===== config.mk =====
export PLATFORM = sky130hd
export DESIGN_NAME = hazard_unit_mw
export DESIGN_NICKNAME = d
export VERILOG_FILES = /design/src/rtl/riscv_hazard_pkg.sv /design/src/rtl/hazard_fwd_sel.sv /design/src/rtl/hazard_unit_mw.sv
export SDC_FILE = /design/constraint.sdc
export NUM_CORES = 1
export LEC_CHECK = 0
export CAP_MARGIN = 40
export CORE_MARGIN = 2
export CORE_UTILIZATION = 48
export CTS_CLUSTER_DIAMETER = 80
export CTS_CLUSTER_SIZE = 40
export DETAILED_ROUTE_END_ITERATION = 7
export DONT_BUFFER_PORTS = 1
export PLACE_DENSITY_LB_ADDON = 0.12
export SLEW_MARGIN = 20
export SYNTH_ARGS = -nofsm -noshare
export SYNTH_HDL_FRONTEND = slang
export SYNTH_SLANG_ARGS = --single-unit

===== constraint.sdc =====
create_clock -name clk -period 3.96 [get_ports clk]
set_input_delay 0.99 -clock clk [delete_from_list [all_inputs] [get_ports clk]]
set_output_delay 0.99 -clock clk [all_outputs]
set_load 0.005 [all_outputs]

===== src/rtl/riscv_hazard_pkg.sv =====
// Shared encodings and state type for the memory-wait hazard unit.
package riscv_hazard_pkg;

  localparam logic [1:0] FWD_RF          = 2'b00;
  localparam logic [1:0] FWD_W           = 2'b01;
  localparam logic [1:0] FWD_M           = 2'b10;
  localparam logic [1:0] RESULT_SRC_LOAD = 2'b01;

  // Wide enough for the largest legal timeout (255).
  localparam int unsigned WAIT_CNT_W = 8;

  typedef enum logic [1:0] {
    RUN      = 2'd0,
    MEM_WAIT = 2'd1,
    TIMEOUT  = 2'd2
  } hz_state_t;

endpackage


===== src/rtl/hazard_fwd_sel.sv =====
// Forward-select for one EXECUTE source operand; MEMORY ACCESS beats WRITEBACK.
module hazard_fwd_sel
  import riscv_hazard_pkg::*;
#(
  parameter int unsigned REG_ADDR_W = 5
) (
  input  logic [REG_ADDR_W-1:0] rs_e,
  input  logic                  reg_write_m,
  input  logic [REG_ADDR_W-1:0] rd_m,
  input  logic                  reg_write_w,
  input  logic [REG_ADDR_W-1:0] rd_w,
  output logic [1:0]            fwd_sel_c
);

  // Priority compare against the two younger writers; x0 never forwards.
  always_comb begin
    fwd_sel_c = FWD_RF;
    if (reg_write_m && (rd_m != '0) && (rd_m == rs_e)) begin
      fwd_sel_c = FWD_M;
    end else if (reg_write_w && (rd_w != '0) && (rd_w == rs_e)) begin
      fwd_sel_c = FWD_W;
    end
  end

endmodule


===== src/rtl/hazard_unit_mw.sv =====
// Hazard unit with variable-latency data memory support.
// Optional performance counters: define HAZARD_PERF_CNT_EN.
module hazard_unit_mw
  import riscv_hazard_pkg::*;
#(
  parameter int unsigned REG_ADDR_W  = 5,
  parameter int unsigned MEM_TIMEOUT = 15,
  parameter int unsigned CNT_W       = 32
) (
  input  logic                  clk,
  input  logic                  reset,
  input  logic [REG_ADDR_W-1:0] Rs1D,
  input  logic [REG_ADDR_W-1:0] Rs2D,
  input  logic [REG_ADDR_W-1:0] Rs1E,
  input  logic [REG_ADDR_W-1:0] Rs2E,
  input  logic [REG_ADDR_W-1:0] RdE,
  input  logic [1:0]            ResultSrcE,
  input  logic                  PCSrcE,
  input  logic                  RegWriteM,
  input  logic [REG_ADDR_W-1:0] RdM,
  input  logic                  MemReqM,
  input  logic                  MemReadyM,
  input  logic                  RegWriteW,
  input  logic [REG_ADDR_W-1:0] RdW,
  output logic                  StallF,
  output logic                  StallD,
  output logic                  StallE,
  output logic                  StallM,
  output logic                  FlushD,
  output logic                  FlushE,
  output logic                  FlushW,
  output logic [1:0]            ForwardAE,
  output logic [1:0]            ForwardBE,
  output logic                  mem_timeout,
  output logic [CNT_W-1:0]      stall_cycles,
  output logic [CNT_W-1:0]      flush_count
);

  localparam logic [WAIT_CNT_W-1:0] TMO = WAIT_CNT_W'(MEM_TIMEOUT);

  logic                  mem_stall;
  logic                  lw_stall;
  hz_state_t             state_q, state_d;
  logic [WAIT_CNT_W-1:0] wait_cnt_q, wait_cnt_d;
  logic [WAIT_CNT_W-1:0] wait_inc;
  logic                  mem_timeout_q, mem_timeout_d;
  logic                  tmo_hit;

  hazard_fwd_sel #(.REG_ADDR_W(REG_ADDR_W)) u_fwd_a (
    .rs_e(Rs1E), .reg_write_m(RegWriteM), .rd_m(RdM),
    .reg_write_w(RegWriteW), .rd_w(RdW), .fwd_sel_c(ForwardAE)
  );

  hazard_fwd_sel #(.REG_ADDR_W(REG_ADDR_W)) u_fwd_b (
    .rs_e(Rs2E), .reg_write_m(RegWriteM), .rd_m(RdM),
    .reg_write_w(RegWriteW), .rd_w(RdW), .fwd_sel_c(ForwardBE)
  );

  // Stall/flush priority: an unacknowledged memory access freezes everything
  // and defers branch flush and load-use bubble until release.
  always_comb begin
    mem_stall = MemReqM && !MemReadyM;
    lw_stall  = (ResultSrcE == RESULT_SRC_LOAD) && (RdE != '0) &&
                ((RdE == Rs1D) || (RdE == Rs2D));
    StallF    = mem_stall || lw_stall;
    StallD    = mem_stall || lw_stall;
    StallE    = mem_stall;
    StallM    = mem_stall;
    FlushW    = mem_stall;
    FlushD    = !mem_stall && PCSrcE;
    FlushE    = !mem_stall && (lw_stall || PCSrcE);
  end

  // Wait-state register, wait counter and sticky timeout flag.
  always_ff @(posedge clk) begin
    if (reset) begin
      state_q       <= RUN;
      wait_cnt_q    <= '0;
      mem_timeout_q <= 1'b0;
    end else begin
      state_q       <= state_d;
      wait_cnt_q    <= wait_cnt_d;
      mem_timeout_q <= mem_timeout_d;
    end
  end

  // Count of consecutive stall cycles including this one, saturating.
  always_comb begin
    wait_inc = WAIT_CNT_W'(1);
    if (state_q != RUN) begin
      wait_inc = (wait_cnt_q >= TMO) ? TMO : (wait_cnt_q + WAIT_CNT_W'(1));
    end
    tmo_hit = mem_stall && (wait_inc == TMO);
  end

  // Next-state logic.
  always_comb begin
    state_d = state_q;
    unique case (state_q)
      RUN:      if (mem_stall) state_d = tmo_hit ? TIMEOUT : MEM_WAIT;
      MEM_WAIT: if (!mem_stall) state_d = RUN;
                else if (tmo_hit) state_d = TIMEOUT;
      TIMEOUT:  if (!mem_stall) state_d = RUN;
      default:  state_d = RUN;
    endcase
  end

  // FSM-controlled outputs: wait counter reload/increment and timeout set.
  always_comb begin
    wait_cnt_d    = mem_stall ? wait_inc : '0;
    mem_timeout_d = mem_timeout_q || tmo_hit;
  end

  assign mem_timeout = mem_timeout_q;

`ifdef HAZARD_PERF_CNT_EN
  logic [CNT_W-1:0] stall_cycles_q, stall_cycles_d;
  logic [CNT_W-1:0] flush_count_q, flush_count_d;

  // Saturating event counters.
  always_comb begin
    stall_cycles_d = stall_cycles_q;
    flush_count_d  = flush_count_q;
    if ((StallF || StallD || StallE || StallM) && (stall_cycles_q != '1)) begin
      stall_cycles_d = stall_cycles_q + CNT_W'(1);
    end
    if ((FlushD || FlushE) && (flush_count_q != '1)) begin
      flush_count_d = flush_count_q + CNT_W'(1);
    end
  end

  // Counter registers.
  always_ff @(posedge clk) begin
    if (reset) begin
      stall_cycles_q <= '0;
      flush_count_q  <= '0;
    end else begin
      stall_cycles_q <= stall_cycles_d;
      flush_count_q  <= flush_count_d;
    end
  end

  assign stall_cycles = stall_cycles_q;
  assign flush_count  = flush_count_q;
`else
  assign stall_cycles = '0;
  assign flush_count  = '0;
`endif

endmodule


==> out/metrics.yaml, run 1 <==
timing:
  tightest_slew_ns: 0.567
  fin_hold_ws_ns: 0.494
  max_slew_margin: 0.618
  rsz0062_at_grt: "no"
  hold_viol: 0
  fin_ws_ns: 0.850
  skew_ns: 0.00578
  period_share: 0.785
  fin_crit_ns: 3.11
  fmaxAchievable_mhz: 322
  drv_slew: 0
  tns_ns: 0
  setup_viol: 0
clock_tree:
  clkTransAtPathRegs_ns: 0.07
  cts_max_level: 1
  cts_tree: "done"
  clockBufferDepth: 2
  clock-sinks: 11
  cts_setup_buffers: 0
  cts_hold_buf: 0
  cts_repair_resize_count: 0
  numCtsBuffers: 3
  root_buffer: "clkbuf_4"
  clock_latency_ns: 0.26
grt:
  grt_start_max_net_pins: 8
  grt_use_total: 0.122
  gr-total-overflow: 0
  antenna_found_initial: 0
  grt_pass1_vias: 708
  grt_pass1_wl_um: 3160
yosys:
  yosysMostFrequentCell: "buf_4"
  synth_warnings: 0
  synth.area.top_cells: "buf_4 (38%), dfxtp_1 (17%), xor2_1 (17%)"
  syn_avg_cell_area_um2: 8.17
  syn-cell-area_um2: 1320
  synthCells: 162
  ys_seq_area_frac: 0.166
  yosysTopAreaCell: "buf_4"
  synth_edf_count: 0
  ys_ff_latch: 11
  synthFlopType: "dfxtp_1"
  synth_top_area_frac: 0.380
  ys_async_sr_fraction: 0
  yosysUniqueCellTypes: 28
  synthTopCellsByCount: "buf_4 (67), xor2_1 (25), dfxtp_1 (11)"
floorplanning:
  start_util: 0.493
  fp.coreArea_um2: 2690
  ios: 120
  die_x_um: 56.5
  rows: 19
  dieHeight_um: 56.5
  dieArea_um2: 3190
routing:
  drc: 0
  avgRoutedWirePerCell_um: 10.4
  drt-total-wl_um: 2050
  via_per_inst: 4.24
  drtPass1Iterations: 4
  drtIter0Drc: 11
  ant_nets: 0
  vias: 836
worst_setup_path:
  start_kind: "input pin"
  crit_path_end_kind: "output port"
  critPathMaxFanout: 3
  critPathRequiredTime_ns: 2.97
  crit_type: "input pin to output port"
  cp.arrival_ns: 2.12
final_layout:
  fin_util: 0.423
  fin_nets: 212
  drive_gt1_frac: 0.0422
  antenna_cells: 0
  design_area_um2: 1140
  synthToLayoutAreaGrowth_pct: -14.1
status:
  outcome: "completed"
place:
  pre_cts_slack_ns: 0.823
  port_buffers: 0
  routabilityCongestion: 0.761
  dpl.hpwl_um: 1890
  postPlaceCellArea_um2: 1110
pwr:
  p_leak_nw: 0.536
  ir_drop_v: 0.000166
  power.density_nw_per_um2: 215
min_path:
  hold_path_class: "register to register"
job:
  maxCapViolations: 0
==> final timing paths <==
kind / slack (ns) / cells after the start / from / endpoint
worst max-delay path: 0.85 / 4 / RdM[0] / ForwardBE[0]
worst min-delay path: 0.49 / 2 / mem_timeout / mem_timeout
worst max register to register: 2.28 / 5 / wait_cnt_q[0] / mem_timeout
worst min register to register: 0.49 / 2 / mem_timeout / mem_timeout
==> kinds of logic after synthesis <==
family,synth area share
and+or+nand+nor,0.137
other,0.00283
DFF,0.166
AOI/OAI and AO/OA,0.0737
adders and majority gates,0.0170
buffers and inverters,0.391
xor gates and xnor gates,0.212
==> stage by stage <==
step	cells	power, mW
6_report	197	0.245
5_1_grt	197	0.265
4_1_cts	197	0.248
3_5_place_dp	193	0.173
3_3_place_gp	193	0.172
2_1_floorplan	229	0.215
==> per-layer routing <==
layer,vias up,routed length (µm),track usage
met2,52,1140,0.231
li1,405,-,-
met1,379,696,0.131
met5,-,0,0
met4,0,0,0.0408
met3,0,213,0.0276
==> placed cells by master (no fill, tap or decap), types with 2 or more instances in the layout <==
cell type / netlist / final
conb_1: 1 / 68
xor2_1: 25 / 25
dfxtp_1: 11 / 11
xnor2_1: 7 / 7
or4_1: 6 / 6
nand3_1: 5 / 5
inv_1: 4 / 4
nor3_1: 4 / 4
nor2_1: 4 / 4
a21oi_1: 4 / 4
o21ai_0: 3 / 3
clkbuf_4: 0 / 3
nor4_1: 2 / 2
nor4_2: 2 / 2
nand2_1: 2 / 2
nor2b_1: 2 / 2
and2_1: 2 / 2
==> final cells by class <==
| type | instances | area, µm² |
|---|---|---|
| clock buffer | 4 | 26.3 |
| fill | 287 | 1550 |
| inverter | 4 | 15.0 |
| multi-input combinational | 147 | 837 |
| sequential | 11 | 220 |
| tap | 31 | 38.8 |
==> flip-flops by register name, indices dropped and copies added (netlist names) <==
register and count:
wait_cnt_q 8, state_q 2, mem_timeout 1
==> critical path, cell delays in order <==
cell and delay (ns):
or4_1 0.53, o21ai_2 0.15, nor4_1 0.11, nor4_2 0.34
==> power by group <==
part	leakage, nW	switching [mW]	internal, mW
Clock	0.0150	0.0341	0.0389
Sequential	0.0905	0.00177	0.114
Combinational	0.431	0.0334	0.0221
Note: power is estimated with default switching activity, not from simulation.
==> run 2: changes to the inputs <==
Clock period 3.96 ns to 3.1 ns, I/O delays scaled along.
==> results of run 2 <==
The final DEF is identical to that of run 1. Status: completed.
Main changes from that run: setup slack after placement 0.823 ns -> 0.393 ns; setup slack after layout 0.850 ns -> 0.420 ns; register-to-register setup slack 2.28 ns -> 1.42 ns; total power 0.245 mW -> 0.312 mW; worst IR drop on VDD 0.000166 V -> 0.000213 V
